==> config.mk <==
export PLATFORM = sky130hd
export DESIGN_NAME = hazard_scoreboard_unit
export DESIGN_NICKNAME = d
export VERILOG_FILES = /design/src/rtl/hazard_pkg.sv /design/src/rtl/hazard_fwd_sel.sv /design/src/rtl/hazard_scoreboard_unit.sv
export SDC_FILE = /design/constraint.sdc
export NUM_CORES = 1
export LEC_CHECK = 0
export BUFFER_PORTS_ARGS = -buffer_cell sky130_fd_sc_hd__buf_4
export CAP_MARGIN = 20
export CORE_MARGIN = 2
export CORE_UTILIZATION = 50
export CTS_BUF_LIST = sky130_fd_sc_hd__clkbuf_16
export CTS_CLUSTER_SIZE = 14
export DETAILED_ROUTE_END_ITERATION = 16
export GPL_TIMING_DRIVEN = 1
export PLACE_DENSITY = 0.78
export SLEW_MARGIN = 20
export SYNTH_ARGS = -nofsm -noshare
export SYNTH_HDL_FRONTEND = slang
export SYNTH_SLANG_ARGS = --single-unit
==> constraint.sdc <==
create_clock -name clk -period 3.6 [get_ports clk]
set_input_delay 0 -clock clk [delete_from_list [all_inputs] [get_ports clk]]
set_output_delay 0 -clock clk [all_outputs]
set_load 0.01 [all_outputs]
==> src/rtl/hazard_pkg.sv <==
// Shared constants and register-match helpers for the hazard/scoreboard unit.
package hazard_pkg;

    localparam logic [1:0] FWD_RF  = 2'b00;
    localparam logic [1:0] FWD_WB  = 2'b01;
    localparam logic [1:0] FWD_MEM = 2'b10;

    localparam int unsigned RF_INT = 0;
    localparam int unsigned RF_FP  = 1;

    // True when (a, ra) names a hardwired-zero register.
    function automatic logic is_zero_reg(input logic [31:0] a, input logic [31:0] ra,
                                         input logic [31:0] zero_mask);
        logic [31:0] sel;
        sel = zero_mask >> ra;
        return sel[0] && (a == '0);
    endfunction

    function automatic logic reg_match(input logic [31:0] a, input logic [31:0] ra,
                                       input logic [31:0] b, input logic [31:0] rb,
                                       input logic [31:0] zero_mask);
        return (a == b) && (ra == rb) && !is_zero_reg(a, ra, zero_mask);
    endfunction

endpackage

==> src/rtl/hazard_fwd_sel.sv <==
// One-operand E-stage forward selector; M result has priority over W.
module hazard_fwd_sel
    import hazard_pkg::*;
#(
    parameter int unsigned AW        = 5,
    parameter int unsigned RFW       = 1,
    parameter logic [31:0] ZERO_MASK = 32'h1
) (
    input  logic [AW-1:0]  rs,
    input  logic [RFW-1:0] rs_rf,
    input  logic [AW-1:0]  rd_m,
    input  logic [RFW-1:0] rd_rf_m,
    input  logic           reg_write_m,
    input  logic [AW-1:0]  rd_w,
    input  logic [RFW-1:0] rd_rf_w,
    input  logic           reg_write_w,
    output logic [1:0]     fwd
);

    always_comb begin
        fwd = FWD_RF;
        if (reg_write_m &&
            reg_match(32'(rd_m), 32'(rd_rf_m), 32'(rs), 32'(rs_rf), ZERO_MASK)) begin
            fwd = FWD_MEM;
        end else if (reg_write_w &&
                     reg_match(32'(rd_w), 32'(rd_rf_w), 32'(rs), 32'(rs_rf), ZERO_MASK)) begin
            fwd = FWD_WB;
        end
    end

endmodule

==> src/rtl/hazard_scoreboard_unit.sv <==
// Multi-RF forwarding, load-use/branch hazard control and a long-latency scoreboard
// with outstanding-op accounting, sticky error flag and stall-cycle counter.
module hazard_scoreboard_unit
    import hazard_pkg::*;
#(
    parameter int unsigned        NUM_RF       = 2,
    parameter int unsigned        AW           = 5,
    parameter int unsigned        RFW          = 1,
    parameter logic [NUM_RF-1:0]  ZERO_RF_MASK = 2'b01,
    parameter int unsigned        MC_DEPTH     = 4,
    parameter int unsigned        CNT_W        = 32,
    localparam int unsigned       NUM_REGS     = 2 ** AW,
    localparam int unsigned       SB_W         = NUM_RF * NUM_REGS,
    localparam int unsigned       MC_W         = $clog2(MC_DEPTH + 1)
) (
    input  logic             clk,
    input  logic             rst,
    input  logic             issue_valid_d,
    input  logic [AW-1:0]    rs1_d,
    input  logic [AW-1:0]    rs2_d,
    input  logic [AW-1:0]    rs3_d,
    input  logic [RFW-1:0]   rs1_rf_d,
    input  logic [RFW-1:0]   rs2_rf_d,
    input  logic [RFW-1:0]   rs3_rf_d,
    input  logic [2:0]       rs_used_d,
    input  logic [AW-1:0]    rd_d,
    input  logic [RFW-1:0]   rd_rf_d,
    input  logic             rd_we_d,
    input  logic             long_lat_d,
    input  logic [AW-1:0]    rs1_e,
    input  logic [AW-1:0]    rs2_e,
    input  logic [AW-1:0]    rs3_e,
    input  logic [RFW-1:0]   rs1_rf_e,
    input  logic [RFW-1:0]   rs2_rf_e,
    input  logic [RFW-1:0]   rs3_rf_e,
    input  logic [AW-1:0]    rd_e,
    input  logic [RFW-1:0]   rd_rf_e,
    input  logic             reg_write_e,
    input  logic             mem_read_e,
    input  logic [AW-1:0]    rd_m,
    input  logic [RFW-1:0]   rd_rf_m,
    input  logic             reg_write_m,
    input  logic [AW-1:0]    rd_w,
    input  logic [RFW-1:0]   rd_rf_w,
    input  logic             reg_write_w,
    input  logic             lc_valid,
    input  logic [AW-1:0]    lc_rd,
    input  logic [RFW-1:0]   lc_rf,
    input  logic             flush_in,
    output logic [1:0]       forward_a_e,
    output logic [1:0]       forward_b_e,
    output logic [1:0]       forward_c_e,
    output logic             stall_f,
    output logic             stall_d,
    output logic             flush_d,
    output logic             flush_e,
    output logic [SB_W-1:0]  sb_busy,
    output logic [MC_W-1:0]  mc_count,
    output logic             sb_error,
    output logic [CNT_W-1:0] stall_cycles
);

    localparam logic [31:0] ZMASK = 32'(ZERO_RF_MASK);

    function automatic logic [31:0] sb_idx(input logic [RFW-1:0] rf, input logic [AW-1:0] r);
        return 32'(rf) * NUM_REGS + 32'(r);
    endfunction

    // Shift-based select: an out-of-range index reads as 0 instead of X.
    function automatic logic bit_at(input logic [SB_W-1:0] v, input logic [31:0] idx);
        logic [SB_W-1:0] s;
        s = v >> idx;
        return s[0];
    endfunction

    logic [SB_W-1:0]  busy_q, busy_d, lc_mask, set_mask, eff_busy;
    logic [MC_W-1:0]  mc_count_q, mc_count_d;
    logic             sb_error_q, sb_error_d;
    logic [CNT_W-1:0] stall_cycles_q, stall_cycles_d;

    logic [AW-1:0]  rs_d [3];
    logic [RFW-1:0] rs_rf_d [3];
    logic [AW-1:0]  rs_e [3];
    logic [RFW-1:0] rs_rf_e [3];
    logic [1:0]     fwd [3];

    logic [31:0] lc_idx;
    logic        load_use, raw_sb, waw_sb, struct_hz, hz, accept, do_set, mc_full;

    assign rs_d[0] = rs1_d;    assign rs_d[1] = rs2_d;    assign rs_d[2] = rs3_d;
    assign rs_rf_d[0] = rs1_rf_d; assign rs_rf_d[1] = rs2_rf_d; assign rs_rf_d[2] = rs3_rf_d;
    assign rs_e[0] = rs1_e;    assign rs_e[1] = rs2_e;    assign rs_e[2] = rs3_e;
    assign rs_rf_e[0] = rs1_rf_e; assign rs_rf_e[1] = rs2_rf_e; assign rs_rf_e[2] = rs3_rf_e;

    for (genvar k = 0; k < 3; k++) begin : g_fwd
        hazard_fwd_sel #(
            .AW        (AW),
            .RFW       (RFW),
            .ZERO_MASK (ZMASK)
        ) u_fwd_sel (
            .rs          (rs_e[k]),
            .rs_rf       (rs_rf_e[k]),
            .rd_m        (rd_m),
            .rd_rf_m     (rd_rf_m),
            .reg_write_m (reg_write_m),
            .rd_w        (rd_w),
            .rd_rf_w     (rd_rf_w),
            .reg_write_w (reg_write_w),
            .fwd         (fwd[k])
        );
    end

    assign forward_a_e = rst ? 2'b00 : fwd[0];
    assign forward_b_e = rst ? 2'b00 : fwd[1];
    assign forward_c_e = rst ? 2'b00 : fwd[2];

    // Write-before-read RF: a register completing this cycle is already readable.
    assign lc_idx   = sb_idx(lc_rf, lc_rd);
    assign lc_mask  = lc_valid ? (SB_W'(1) << lc_idx) : '0;
    assign eff_busy = busy_q & ~lc_mask;
    assign mc_full  = (mc_count_q == MC_W'(MC_DEPTH));

    always_comb begin
        load_use = 1'b0;
        raw_sb   = 1'b0;
        for (int k = 0; k < 3; k++) begin
            if (rs_used_d[k]) begin
                load_use = load_use | (mem_read_e & reg_write_e &
                           reg_match(32'(rd_e), 32'(rd_rf_e), 32'(rs_d[k]), 32'(rs_rf_d[k]),
                                     ZMASK));
                raw_sb   = raw_sb | bit_at(eff_busy, sb_idx(rs_rf_d[k], rs_d[k]));
            end
        end
        waw_sb    = rd_we_d & bit_at(eff_busy, sb_idx(rd_rf_d, rd_d));
        struct_hz = long_lat_d & mc_full & ~lc_valid;
        hz        = ~rst & issue_valid_d & (load_use | raw_sb | waw_sb | struct_hz);
    end

    assign stall_f = hz & ~flush_in;
    assign stall_d = hz & ~flush_in;
    assign flush_d = ~rst & flush_in;
    assign flush_e = ~rst & (flush_in | hz);

    assign accept   = ~rst & issue_valid_d & ~hz & ~flush_in;
    assign do_set   = accept & long_lat_d & rd_we_d &
                      ~is_zero_reg(32'(rd_d), 32'(rd_rf_d), ZMASK);
    assign set_mask = do_set ? (SB_W'(1) << sb_idx(rd_rf_d, rd_d)) : '0;

    always_comb begin
        busy_d     = (busy_q & ~lc_mask) | set_mask;
        mc_count_d = mc_count_q;
        if ((accept & long_lat_d) && !lc_valid) begin
            mc_count_d = mc_count_q + MC_W'(1);
        end else if (lc_valid && !(accept & long_lat_d) && mc_count_q != '0) begin
            mc_count_d = mc_count_q - MC_W'(1);
        end
        sb_error_d = sb_error_q
                   | (lc_valid & ((mc_count_q == '0) | ~bit_at(busy_q, lc_idx)))
                   | (do_set & mc_full & ~lc_valid);
        stall_cycles_d = stall_cycles_q;
        if (stall_d && !(&stall_cycles_q)) begin
            stall_cycles_d = stall_cycles_q + CNT_W'(1);
        end
    end

    always_ff @(posedge clk or posedge rst) begin
        if (rst) begin
            busy_q         <= '0;
            mc_count_q     <= '0;
            sb_error_q     <= 1'b0;
            stall_cycles_q <= '0;
        end else begin
            busy_q         <= busy_d;
            mc_count_q     <= mc_count_d;
            sb_error_q     <= sb_error_d;
            stall_cycles_q <= stall_cycles_d;
        end
    end

    assign sb_busy      = busy_q;
    assign mc_count     = mc_count_q;
    assign sb_error     = sb_error_q;
    assign stall_cycles = stall_cycles_q;

endmodule

==> metrics.md <==
| Metric | Value |
|---|---|
| Crit path kind | `flip-flop to flip-flop` |
| Status | `complete, no violations` |
| Adder and majority cell fraction of the synthesized area | `0.00383` |
| Leakage | `5.16 nW` |
| DRT Pass-1 Iters | `6` |
| Top Ports | `190` |
| Crit-path cells | `o21ai_4, o311ai_0, nor4_1, o41a_1, o2bb2a_2, a311oi_4, nand4_2, nand2b_4, fa_2, nor2_2, a31oi_1, or3_1` |
| Req. time, crit path | `3.84 ns` |
| Post-synth EDFFs | `0` |
| Syn_nets | `1011` |
| Synth async-reset ratio | `1.00` |
| Switching part of the total | `0.344` |
| Synth Area in XOR/XNOR | `0.0888` |
| Floorplan die height | `134 um` |
| Routed WL per cell | `27.4 um` |
| Max VDD drop | `0.276 mV` |
| Most common flop cell mapped by yosys | `dfrtp_1` |
| Syn-to-layout area delta | `41.5%` |
| # DRC | `0` |
| Routed Antenna Nets | `0` |
| DR vias/cell | `6.93` |
| Largest family of logic cells by synthesized area | `compound AO/OA/AOI/OAI gates` |
| Post-synthesis compound-gate area fraction | `0.257` |
| Gpl congestion | `1.14` |
| Initial Utilization | `0.512` |
| PD cells | `273 nW/um^2` |
| Root buffer cell | `clkbuf_16` |
| Simple-gate share of the synthesized area | `0.168` |
| Worst r2r dst | `mc_count[1]` |
| Flop pwr share | `0.384` |
| Synthesis-stage register bit count | `100` |
| Final slew viol count | `0` |
| Setup TNS | `0 ns` |
| Final net count | `1345` |
| First-pass GRT wire length | `61100 um` |
| Synth unique cells | `84` |
| CTS max path bufs | `2` |
| Worst hold slack | `0.108 ns` |
| Slew at the pin closest to its max-slew limit | `0.820 ns` |
| Critical-path top delay cell | `fa_2` |
| Row count | `47` |
| CTS tree | `yes` |
| Initial antenna violation count | `0` |
| R2r startpoint | `sb_busy[57]` |
| Hold endpoint | `sb_error` |
| Finish-stage setup viols | `0` |
| Total Routing Usage GR | `0.454` |
| Die Area | `18000 um^2` |
| Chip width | `134 um` |
| Comb pwr share | `0.310` |
| Final WL | `40800 um` |
| Post-DP HPWL | `31400 um` |
| Crit-path leading delay family | `compound AO/OA/AOI/OAI gates` |
| R2R Setup Slk | `0.08 ns` |
| Setup ws final | `0.0803 ns` |
| Routed via count | `10316` |
| WP buf/inv | `0` |
| Total global routing overflow | `0` |
| Mapped Avg Cell Area | `9.13 um^2` |
| Worst EP arrival | `3.76 ns` |
| Max-cap violations | `0` |
| Worst slew margin | `0.452` |
| Synth Cell Area | `8480 um^2` |
| Crit-path max FO | `4` |
| Most frequent cells in the layout | `387 x buf_4, 99 x dfrtp_1, 70 x o21ai_1` |
| Worst Setup SP | `sb_busy[57]` |
| Clk sinks | `100` |
| Setup repair after global routing missed its margin | `true` |
| Place WS | `-0.374 ns` |
| Seq/Total Area, Yosys | `0.295` |
| Crit start category | `flip-flop` |
| Sw Pwr | `1.13 mW` |
| Mux cell area share after synthesis | `0.139` |
| Core Area | `16600 um^2` |
| Ys Warns | `0` |
| Tcrit/Tclk final | `0.978` |
| Post-Syn Instances | `929` |
| Worst-case reg-to-reg path depth | `12` |
| Latest clock arrival within the worst-skew pair | `0.37 ns` |
| Vias in the first global route | `10037` |
| CTS Buf Count | `9` |
| Min-delay src | `lc_valid` |
| Setup crit end kind | `flip-flop` |
| Final Hold Vio Count | `0` |
| Max Clock Freq | `0.284 GHz` |
| Commonest non-fill, non-tap cell in the layout | `buf_4` |
| Hold path depth | `3` |
| Clock power share | `0.306` |
| Int Pwr | `2.15 mW` |
| Starting DRT DRC Count | `1435` |
| Antenna fix cells | `0` |
| Min cycle time layout | `3.52 ns` |
| Pin count of the biggest net entering global routing | `59` |
| Worst min-delay path category | `input port to flip-flop` |
| Tot Pwr | `3.28 mW` |
| DP Cell Count | `1467` |
| Cell Count, Final, Fillers Out | `1488` |
| H-tree depth | `3` |
| Fin Clk Skew | `0.0142 ns` |
| Reg clk slew, reported paths | `0.07 ns` |
| CP max stage delay | `0.51 ns` |
| Layout cell share with drive strength beyond 1 | `0.398` |
| I/O Buffers | `189` |
==> Yosys cell counts (18+ instances only) <==
cell | instances | share of area
inv_1 | 22 | 0.0097
nor2_1 | 47 | 0.021
nand3_1 | 37 | 0.022
xor2_1 | 28 | 0.029
nand4_1 | 18 | 0.013
o21ai_0 | 51 | 0.030
dfrtp_1 | 100 | 0.29
a21oi_1 | 22 | 0.013
clkbuf_1 | 45 | 0.020
nand2_1 | 39 | 0.017
xnor2_1 | 58 | 0.060
mux4_2 | 42 | 0.11
o21ai_1 | 75 | 0.044
o211ai_1 | 38 | 0.034
==> worst register-to-register path: stages, from the launching register on <==
cell      delay, ns
dfrtp_2        0.48
o21ai_4        0.12
o311ai_0       0.17
nor4_1         0.34
o41a_1         0.20
o2bb2a_2       0.23
a311oi_4       0.46
nand4_2        0.16
nand2b_4       0.17
fa_2           0.51
nor2_2         0.10
a31oi_1        0.08
or3_1          0.37
==> cell type report <==
cell class / count / area, um^2
multi-input cells: 731 / 5770
fillers: 1320 / 4580
repair buffers: 397 / 3070
flip-flops and latches: 100 / 2500
well taps: 220 / 275
clock buffers: 9 / 225
inverters: 24 / 93.8
clock inverters: 7 / 67.6
==> worst max path at each step <==
stage,cells after the start,slack [ns],endpoint
floorplan,16,-0.11,mc_count[1]
global placement,16,-0.33,mc_count[1]
detailed placement,16,-0.37,mc_count[1]
CTS,13,0.007,mc_count[1]
global route,13,-0.05,mc_count[1]
finish,12,0.08,mc_count[1]
==> metal layers <==
layer,global-route usage,share of wire,up-vias
li1,-,-,4262
met1,0.575,0.36,4875
met2,0.671,0.43,952
met3,0.157,0.14,227
met4,0.267,0.075,0
met5,0,0,-
==> kinds of logic (layout without fill, tap and decap cells) <==
logic type	after synthesis	after routing
flops	100	100
compound gates	320	320
xor+xnor	86	86
mux	64	64
fa+ha+maj	2	2
buf+inv	98	437
simple gates	259	259
==> state kept, by name (all words and copies together), names as in the netlist <==
signal,cells
mc_count,3
sb_busy,64
stall_cycles,32
sb_error,1
==> what timing repair did <==
| item | 4_1_cts | 5_1_grt |
|---|---|---|
| buffers inserted | 0 | 5 |
| endpoints found under the setup margin | 1 | 2 |
| gates resized for setup | 2 | 38 |
| hold endpoints to repair | 55 | 0 |
| hold buffers | 1 | 0 |
| pin swaps | 2 | 12 |
==> metrics by stage <==
stage	utilization	cell area, um^2
floorplan	-	8510
global placement	0.691	11500
detailed placement	0.691	11500
CTS	0.710	11800
global route	0.724	12000
finish	0.724	12000
==> power by group through the flow <==
stage               registers [mW]  clock network [mW]  logic, mW
floorplan                     1.27                   0      0.502
global placement              1.27                   0      0.938
detailed placement            1.28                   0      0.953
CTS                           1.26                1.00      0.957
global route                  1.27                1.04       1.07
finish                        1.26                1.00       1.01
Note: power is estimated with default switching activity, not from simulation.
